**src/rtl/nrisc_pkg.sv**
```systemverilog
// Shared encodings for the NRISC data-side port: FSM states, access op and
// the default data/address word width.
package nrisc_pkg;

   localparam int TAM_DEF = 16;

   typedef enum logic [1:0] {
      IDLE = 2'd0,
      BUSY = 2'd1,
      DONE = 2'd2
   } dp_state_t;

   typedef enum logic {
      OP_LOAD  = 1'b0,
      OP_WRITE = 1'b1
   } dp_op_t;

endpackage

```
**src/rtl/nrisc_dmem_array.sv**
```systemverilog
// Data RAM behind the NRISC data port: DEPTH x TAM words, synchronous write,
// asynchronous read. No reset; contents survive a port reset.
module nrisc_dmem_array
   import nrisc_pkg::*;
#(
   parameter int TAM    = TAM_DEF,
   parameter int ADDR_W = 8
) (
   input  logic              clk,
   input  logic              we,
   input  logic [ADDR_W-1:0] addr,
   input  logic [TAM-1:0]    wdata,
   output logic [TAM-1:0]    rdata
);

   logic [TAM-1:0] mem [2**ADDR_W];

   // Write port: one word per cycle when enabled.
   always_ff @(posedge clk) begin
      if (we) mem[addr] <= wdata;
   end

   assign rdata = mem[addr];

endmodule

```
**src/rtl/nrisc_data_port.sv**
```systemverilog
// NRISC data-memory responder: latches an address on the strobe, then serves
// one load or write with WAIT_CYCLES wait states and a one-cycle ready pulse.
// Optional feature: NRISC_DATA_AUTOINC_EN (post-increment of the address after
// every in-range access, wrapping within the RAM).
//
//  state | meaning
//  IDLE  | accepts address strobe and a single load/write request
//  BUSY  | wait states; down-counter runs to terminal count 0
//  DONE  | one cycle: ready pulse, write commits / load result returned
module nrisc_data_port
   import nrisc_pkg::*;
#(
   parameter int TAM         = TAM_DEF,
   parameter int ADDR_W      = 8,
   parameter int WAIT_CYCLES = 1
) (
   input  logic           clk,
   input  logic           rst,
   input  logic           DATA_ADDR_clk,
   input  logic [TAM-1:0] DATA_addr,
   input  logic [TAM-1:0] DATA_wdata,
   input  logic           DATA_load,
   input  logic           DATA_write,
   output logic [TAM-1:0] DATA_rdata,
   output logic           DATA_ready,
   output logic           DATA_busy,
   output logic           DATA_err
);

   localparam logic [3:0] CNT_INIT = (WAIT_CYCLES > 0) ? 4'(WAIT_CYCLES - 1) : 4'd0;

   dp_state_t      state_q, state_d;
   logic [3:0]     cnt_q, cnt_d;
   logic [TAM-1:0] addr_q;
   dp_op_t         op_q;
   logic [TAM-1:0] wdata_q;
   logic [TAM-1:0] rdata_q;
   logic           err_q;

   logic           cmd_one;
   logic           cmd_both;
   logic           oor;
   logic           ram_we;
   logic [TAM-1:0] ram_rdata;
   logic [TAM-1:0] load_val;

   assign cmd_one  = DATA_load ^ DATA_write;
   assign cmd_both = DATA_load & DATA_write;
   assign oor      = |addr_q[TAM-1:ADDR_W];
   assign ram_we   = (state_q == DONE) && (op_q == OP_WRITE) && !oor;
   assign load_val = oor ? '0 : ram_rdata;

   nrisc_dmem_array #(
      .TAM    (TAM),
      .ADDR_W (ADDR_W)
   ) u_dmem (
      .clk   (clk),
      .we    (ram_we),
      .addr  (addr_q[ADDR_W-1:0]),
      .wdata (wdata_q),
      .rdata (ram_rdata)
   );

   // Next-state and wait-counter logic.
   always_comb begin
      state_d = state_q;
      cnt_d   = cnt_q;
      case (state_q)
         IDLE: begin
            if (cmd_one) begin
               if (WAIT_CYCLES > 0) begin
                  state_d = BUSY;
                  cnt_d   = CNT_INIT;
               end else begin
                  state_d = DONE;
               end
            end
         end
         BUSY: begin
            if (cnt_q == 4'd0) state_d = DONE;
            else               cnt_d   = cnt_q - 4'd1;
         end
         DONE:    state_d = IDLE;
         default: state_d = IDLE;
      endcase
   end

   // State and counter registers.
   always_ff @(posedge clk or negedge rst) begin
      if (!rst) begin
         state_q <= IDLE;
         cnt_q   <= 4'd0;
      end else begin
         state_q <= state_d;
         cnt_q   <= cnt_d;
      end
   end

   // Address register: strobe in IDLE wins; optional post-increment after DONE.
`ifdef NRISC_DATA_AUTOINC_EN
   logic [ADDR_W-1:0] addr_inc;
   assign addr_inc = addr_q[ADDR_W-1:0] + ADDR_W'(1);
`endif
   always_ff @(posedge clk or negedge rst) begin
      if (!rst) begin
         addr_q <= '0;
      end else if ((state_q == IDLE) && DATA_ADDR_clk) begin
         addr_q <= DATA_addr;
      end
`ifdef NRISC_DATA_AUTOINC_EN
      else if ((state_q == DONE) && !oor) begin
         addr_q <= {{(TAM-ADDR_W){1'b0}}, addr_inc};
      end
`endif
   end

   // Command capture, load result hold register and registered protocol error.
   always_ff @(posedge clk or negedge rst) begin
      if (!rst) begin
         op_q    <= OP_LOAD;
         wdata_q <= '0;
         rdata_q <= '0;
         err_q   <= 1'b0;
      end else begin
         if ((state_q == IDLE) && cmd_one) begin
            op_q    <= DATA_write ? OP_WRITE : OP_LOAD;
            wdata_q <= DATA_wdata;
         end
         if ((state_q == DONE) && (op_q == OP_LOAD)) rdata_q <= load_val;
         err_q <= ((state_q != IDLE) && DATA_ADDR_clk) || ((state_q == IDLE) && cmd_both);
      end
   end

   assign DATA_ready = (state_q == DONE);
   assign DATA_busy  = (state_q != IDLE);
   assign DATA_err   = err_q | (DATA_ready & oor);
   // Load data is visible in the ready cycle itself, then held.
   assign DATA_rdata = (DATA_ready && (op_q == OP_LOAD)) ? load_val : rdata_q;

endmodule

```
**config.mk**
```make
export PLATFORM = sky130hd
export DESIGN_NAME = nrisc_data_port
export DESIGN_NICKNAME = d
export VERILOG_FILES = /design/src/rtl/nrisc_pkg.sv /design/src/rtl/nrisc_dmem_array.sv /design/src/rtl/nrisc_data_port.sv
export SDC_FILE = /design/constraint.sdc
export NUM_CORES = 2
export LEC_CHECK = 0
export ABC_AREA = 0
export CORE_ASPECT_RATIO = 0.6
export CORE_UTILIZATION = 30
export CTS_BUF_LIST = sky130_fd_sc_hd__clkbuf_16
export DETAILED_ROUTE_END_ITERATION = 12
export PLACE_DENSITY = 0.47
export SYNTH_ARGS = -nofsm -noshare
export SYNTH_HDL_FRONTEND = slang
export SYNTH_SLANG_ARGS = --single-unit
export TNS_END_PERCENT = 5
```
**constraint.sdc**
```tcl
create_clock -name clk -period 4.3 [get_ports clk]
set_clock_uncertainty 0.1 [all_clocks]
set_input_delay 0.645 -clock clk [delete_from_list [all_inputs] [get_ports clk]]
set_output_delay 0.645 -clock clk [all_outputs]
set_load 0.02 [all_outputs]
```
Yosys cells after proc, flatten, opt, wreduce, memory -nomap -nowiden --
Memories as Yosys holds them, arrays and structs flattened. Index checks and enable logic that the tools add are counted.
Storage, ports and cells: register bits after elaboration 56, word-level logic and storage cells 46, memories kept 1, RAM bits 4096, bits of input ports 37
Memory list:
- u_dmem.mem | depth 256, bits a word 16, rd ports 1, clocked after Yosys merged registers in 0, wr ports 1, RTL line nrisc_dmem_array.sv:16 | logic [TAM-1:0] mem [2**ADDR_W];
Cells by class: add/sub/neg operators 1, reduce and logical (&&, ||, !) cells 16, bitwise operators 5, equal/unequal tests 5, multiplexer cells 11
Operator list (count):
- 2-to-1 mux 16 bit | 2
- 2-to-1 mux 4 bit | 2
- case mux 4 bit (2 select lines) | 1
- OR reduction 8 bit | 1
- logical AND 1 bit | 7
- != test 2 bit (second input constant) | 3
- logical NOT 4 bit | 1
- 2-to-1 mux 2 bit | 2
- case mux 2 bit (2 select lines) | 1
- nonzero test 2 bit | 2
- subtractor 4 x 1 -> 4 bit (second input constant) | 1
- 2-to-1 mux 1 bit | 3
- AND reduction 3 bit | 1
- bitwise AND 1 bit | 2
- equality test 2 x 1 -> 1 bit (second input constant) | 1
- equality test 2 bit (second input constant) | 1
- logical NOT 2 bit | 1
- AND reduction 2 bit | 1
- logical NOT 1 bit | 1
- logical OR 1 bit | 1
- NOT 1 bit | 1
- OR 1 bit | 1
- bitwise XOR 1 bit | 1

Longest topological paths before layout --
word-level depth 5, mapped depth 13, mapped depth without buffers 7

Modules after synthesis --
From an unflattened synthesis, not the netlist that was laid out.
Second synthesis, totals: cell total of the unflattened synthesis 6879, area total of the unflattened synthesis 157473.5 um2
By module, submodules not included:
- nrisc_dmem_array | instances 1, area an instance 155078.7 um2, seq. area each 122998.0 um2, cells an instance 6711
- nrisc_data_port | instances 1, area an instance 2394.8 um2, seq. area each 1401.3 um2, cells an instance 168

Worst setup path before layout --
No wires, ideal clock.
path kind register -> register, start reg wdata_q[0], end mem u_dmem.mem[0][0] (netlist name), data pin, stages on the path, launching flop included 1, path slack 216 ps, arrival time 3181 ps, cells stage by stage dfrtp_1
RTL lines:
- start, declared | RTL line nrisc_data_port.sv:36 | logic [TAM-1:0] wdata_q;
- start signal, assigned | RTL line nrisc_data_port.sv:127 | wdata_q <= DATA_wdata;
- end, declared | RTL line nrisc_dmem_array.sv:16
No word-level cell before the write port.

Final worst setup path --
start reg addr_q[0], end out DATA_rdata[8]
Between the ends: word-level cells in the longest chain between the ends 3
Ends and longest elaborated chain:
- start, declared | RTL line nrisc_data_port.sv:34 | logic [TAM-1:0] addr_q;
- start signal, assigned | RTL line nrisc_data_port.sv:108 | addr_q <= DATA_addr;
- memory (256 x 16 bit)
- 2-to-1 mux 16 bit | RTL line nrisc_data_port.sv:51 | assign load_val = oor ? '0 : ram_rdata;
- 2-to-1 mux 16 bit
- end, declared | RTL line nrisc_data_port.sv:24 | output logic [TAM-1:0] DATA_rdata,
No other way between the ends.

==> qor.yml <==
slowest_delay_ns: 1.21
hpwl_mm: 331.0
p_comb_frac: 0.368
crit_fanout: 17
rsz0062_at_grt: "yes"
tritoncts: "yes"
worst_slew_pin_slew_ns: 1.569
wl_per_cell_microns: 31.90
p_sw_mw: 48.40
drv_slew: 3
area_growth_pct: 20.69
wirelength_mm: 513.8
fp.dieW_microns: 944.2
track_usage: 0.1870
cts_buffer_depth: 4
failed_checks: "max-capacitance violations, max-slew violations, negative setup slack"
synth_edf_count: 4096
p_per_area_nw_per_um2: 711.3
ant_nets: 0
netlist_area_sq_um: 159800
core-area_sq_um: 530200
p_leak_nw: 61.77
clkTransAtPathRegs_ns: 0.07
crit_chain: "buf_12, buf_12, nor2b_4, buf_4, a22oi_2, a21oi_1, buf_4, o211ai_1, a221o_1, a22o_4, buf_12"
cts_buffers: 380
placed_cells: 15330
clock-sinks: 4152
nets: 8725
crit_arrival_ns: 4.90
cp_common_cell: "buf_12"
stdcell_count: 16110
p_int_mw: 88.77
p_clk_frac: 0.249
start_util: 0.3014
ys_types: 53
layout_commonest_cell: "edfxtp_1"
grt_pass1_vias: 82650
numPortBuffers: 55
max-cap-violations: 2
avgSynthCellArea_sq_um: 21.18
grt_pass1_wl_mm: 703.0
post-place-ws_ns: -0.8075
post-route-min-period_ns: 5.649
async_flop_share: 0.01349
hold_viol_final: 0
period_share: 1.314
grt_start_max_net_pins: 141
ios: 56
dieArea_sq_um: 535600
drt_iter0_drc: 12050
drt_pre_antenna_iters: 6
r2r_cells: 10
worst_slack_ns: -1.349
ir_drop_mv: 0.5024
finalSetupViolations: 16
viasPerCell: 5.252
seq_area_frac_synth: 0.7785
clock_latency_ns: 1.00
crit_type: "flop to primary output"
cts_root_buf: "clkbuf_16"
syn-num-nets: 7583
required_ns: 3.56
place.gp.congestion: 0.8257
overflow: 0
hp-class: "input port to async pin"
ys_ff_latch: 4152
slew-limit-headroom: -0.05091
num_vias: 84610
switching_share: 0.3528
htree_levels: 5
endpoint_kind: "primary output"
outcome: "finished, violations left"
fp.dieH_microns: 567.3
synth_cells: 7543
crit_slowest_cell: "o211ai_1"
antenna_found_initial: 45
drive_gt1_frac: 0.3263
fp-row-count: 207
synthFlopType: "edfxtp_1"
fmax_mhz: 177.0
drc: 0
most-common-layout-cells: "edfxtp_1, buf_4, mux4_2"
seq_power_share: 0.384
cp-start-kind: "flop"
yosysWarnings: 0
state kept, by name, indices dropped and copies added, names as in the netlist:
register and count:
wdata_q 16, err_q 1, cnt_q 4, u_dmem.mem 4096, addr_q 16, op_q 1
state_q 2, rdata_q 16
cell type report:
class | count | area [sq um]
Inverter | 7 | 26.28
Antenna cell | 11 | 27.53
Sequential cell | 4152 | 124500
Clock buffer | 386 | 9659
Multi-Input combinational cell | 2929 | 34420
Tap cell | 7106 | 8891
Clock inverter | 303 | 2490
Timing Repair Buffer | 1215 | 12850
Fill cell | 48600 | 337300
power by group through the flow:
stage | combinational, mW | clock [mW] | sequential [mW]
2_1_floorplan | 19.5 | 0 | 56.0
3_3_place_gp | 47.3 | 0 | 53.4
6_report | 50.4 | 34.1 | 52.6
4_1_cts | 50.1 | 34.7 | 52.6
3_5_place_dp | 47.7 | 0 | 53.5
5_1_grt | 52.3 | 36.2 | 52.7
metal layers:
| metal | vias to the layer above | track usage | wire, microns |
|---|---|---|---|
| li1 | 33940 | - | - |
| met1 | 46450 | 0.3039 | 247200 |
| met2 | 3666 | 0.2553 | 209400 |
| met3 | 552 | 0.03928 | 46800 |
| met4 | 6 | 0.03477 | 10400 |
| met5 | - | 0 | 40 |
repair_timing:
item / 4_1_cts / 5_1_grt
pin swaps: 47 / 14
setup endpoints to repair: 24 / 16
setup buffers: 52 / 16
gates resized for setup: 200 / 35
endpoints found under the hold margin: 42 / 0
hold buffers: 1 / 0
cloned: 11 / 0
through the flow:
step | total power, mW | TNS, ns | cell area (sq um) | utilization | hold slack [ns]
2_1_floorplan | 75.47 | 0 | 159800 | - | 0.2494
5_1_grt | 141.1 | -18.36 | 192800 | 0.3637 | 0.1461
6_report | 137.2 | -17.19 | 192800 | 0.3637 | 0.1751
4_1_cts | 137.4 | -17.69 | 192500 | 0.3631 | 0.1091
3_5_place_dp | 101.3 | -11.17 | 178500 | 0.3367 | 0.4002
3_3_place_gp | 100.7 | -12.46 | 178500 | 0.3367 | 0.3809
final timing paths:
check / from / endpoint / slack [ns]
worst max-delay path: addr_q[0] / DATA_rdata[8] / -1.35
worst min-delay path: rst / wdata_q[13] / 0.18
worst max register to register: addr_q[0] / rdata_q[8] / 0.31
worst min register to register: cnt_q[0] / cnt_q[0] / 0.40
max in group asynchronous: rst / wdata_q[12] / 3.21
min in group clk: DATA_wdata[14] / wdata_q[14] / 0.20
cell families after synthesis:
group / after synthesis / synth area share
flip-flops: 4152 / 0.7785
multiplexers: 1384 / 0.1509
AO/OA/AOI/OAI: 818 / 0.03543
AND/OR/NAND/NOR: 722 / 0.02088
buffers and inverters: 462 / 0.01387
adder cells (fa/ha/maj): 3 / 0.0002349
XOR/XNOR: 2 / 0.0001096
synth_stat cells, types with 30 or more instances:
library cell  number  area, sq um
o211ai_1          33        247.7
o21ai_0          113        565.5
a22oi_1          141         1059
dfrtp_1           56         1401
a2111oi_0         30        262.8
mux2_2           193         2173
nand2_1          133        499.2
buf_4             49        367.9
nand3_1          100        500.5
a21oi_1          175        875.8
o22ai_1           92        575.6
a211o_1           30        262.8
mux2i_1          390         3904
buf_2            172        860.8
clkbuf_1         198        743.2
a221o_1           33        330.3
nand2b_1          41        256.5
a221oi_1          52        455.4
nor2b_1           71        444.2
edfxtp_1        4096       123000
mux4_2           801        18040
nor2_1           307         1152
worst max-delay path: cells and delay by family, from the launching register on:
family | cells | cell delay (ns)
DFF | 1 | 0.51
and+or+nand+nor | 1 | 0.15
buffers and inverters | 5 | 0.85
AOI/OAI and AO/OA | 5 | 2.31
Note: power is estimated with default switching activity, not from simulation.
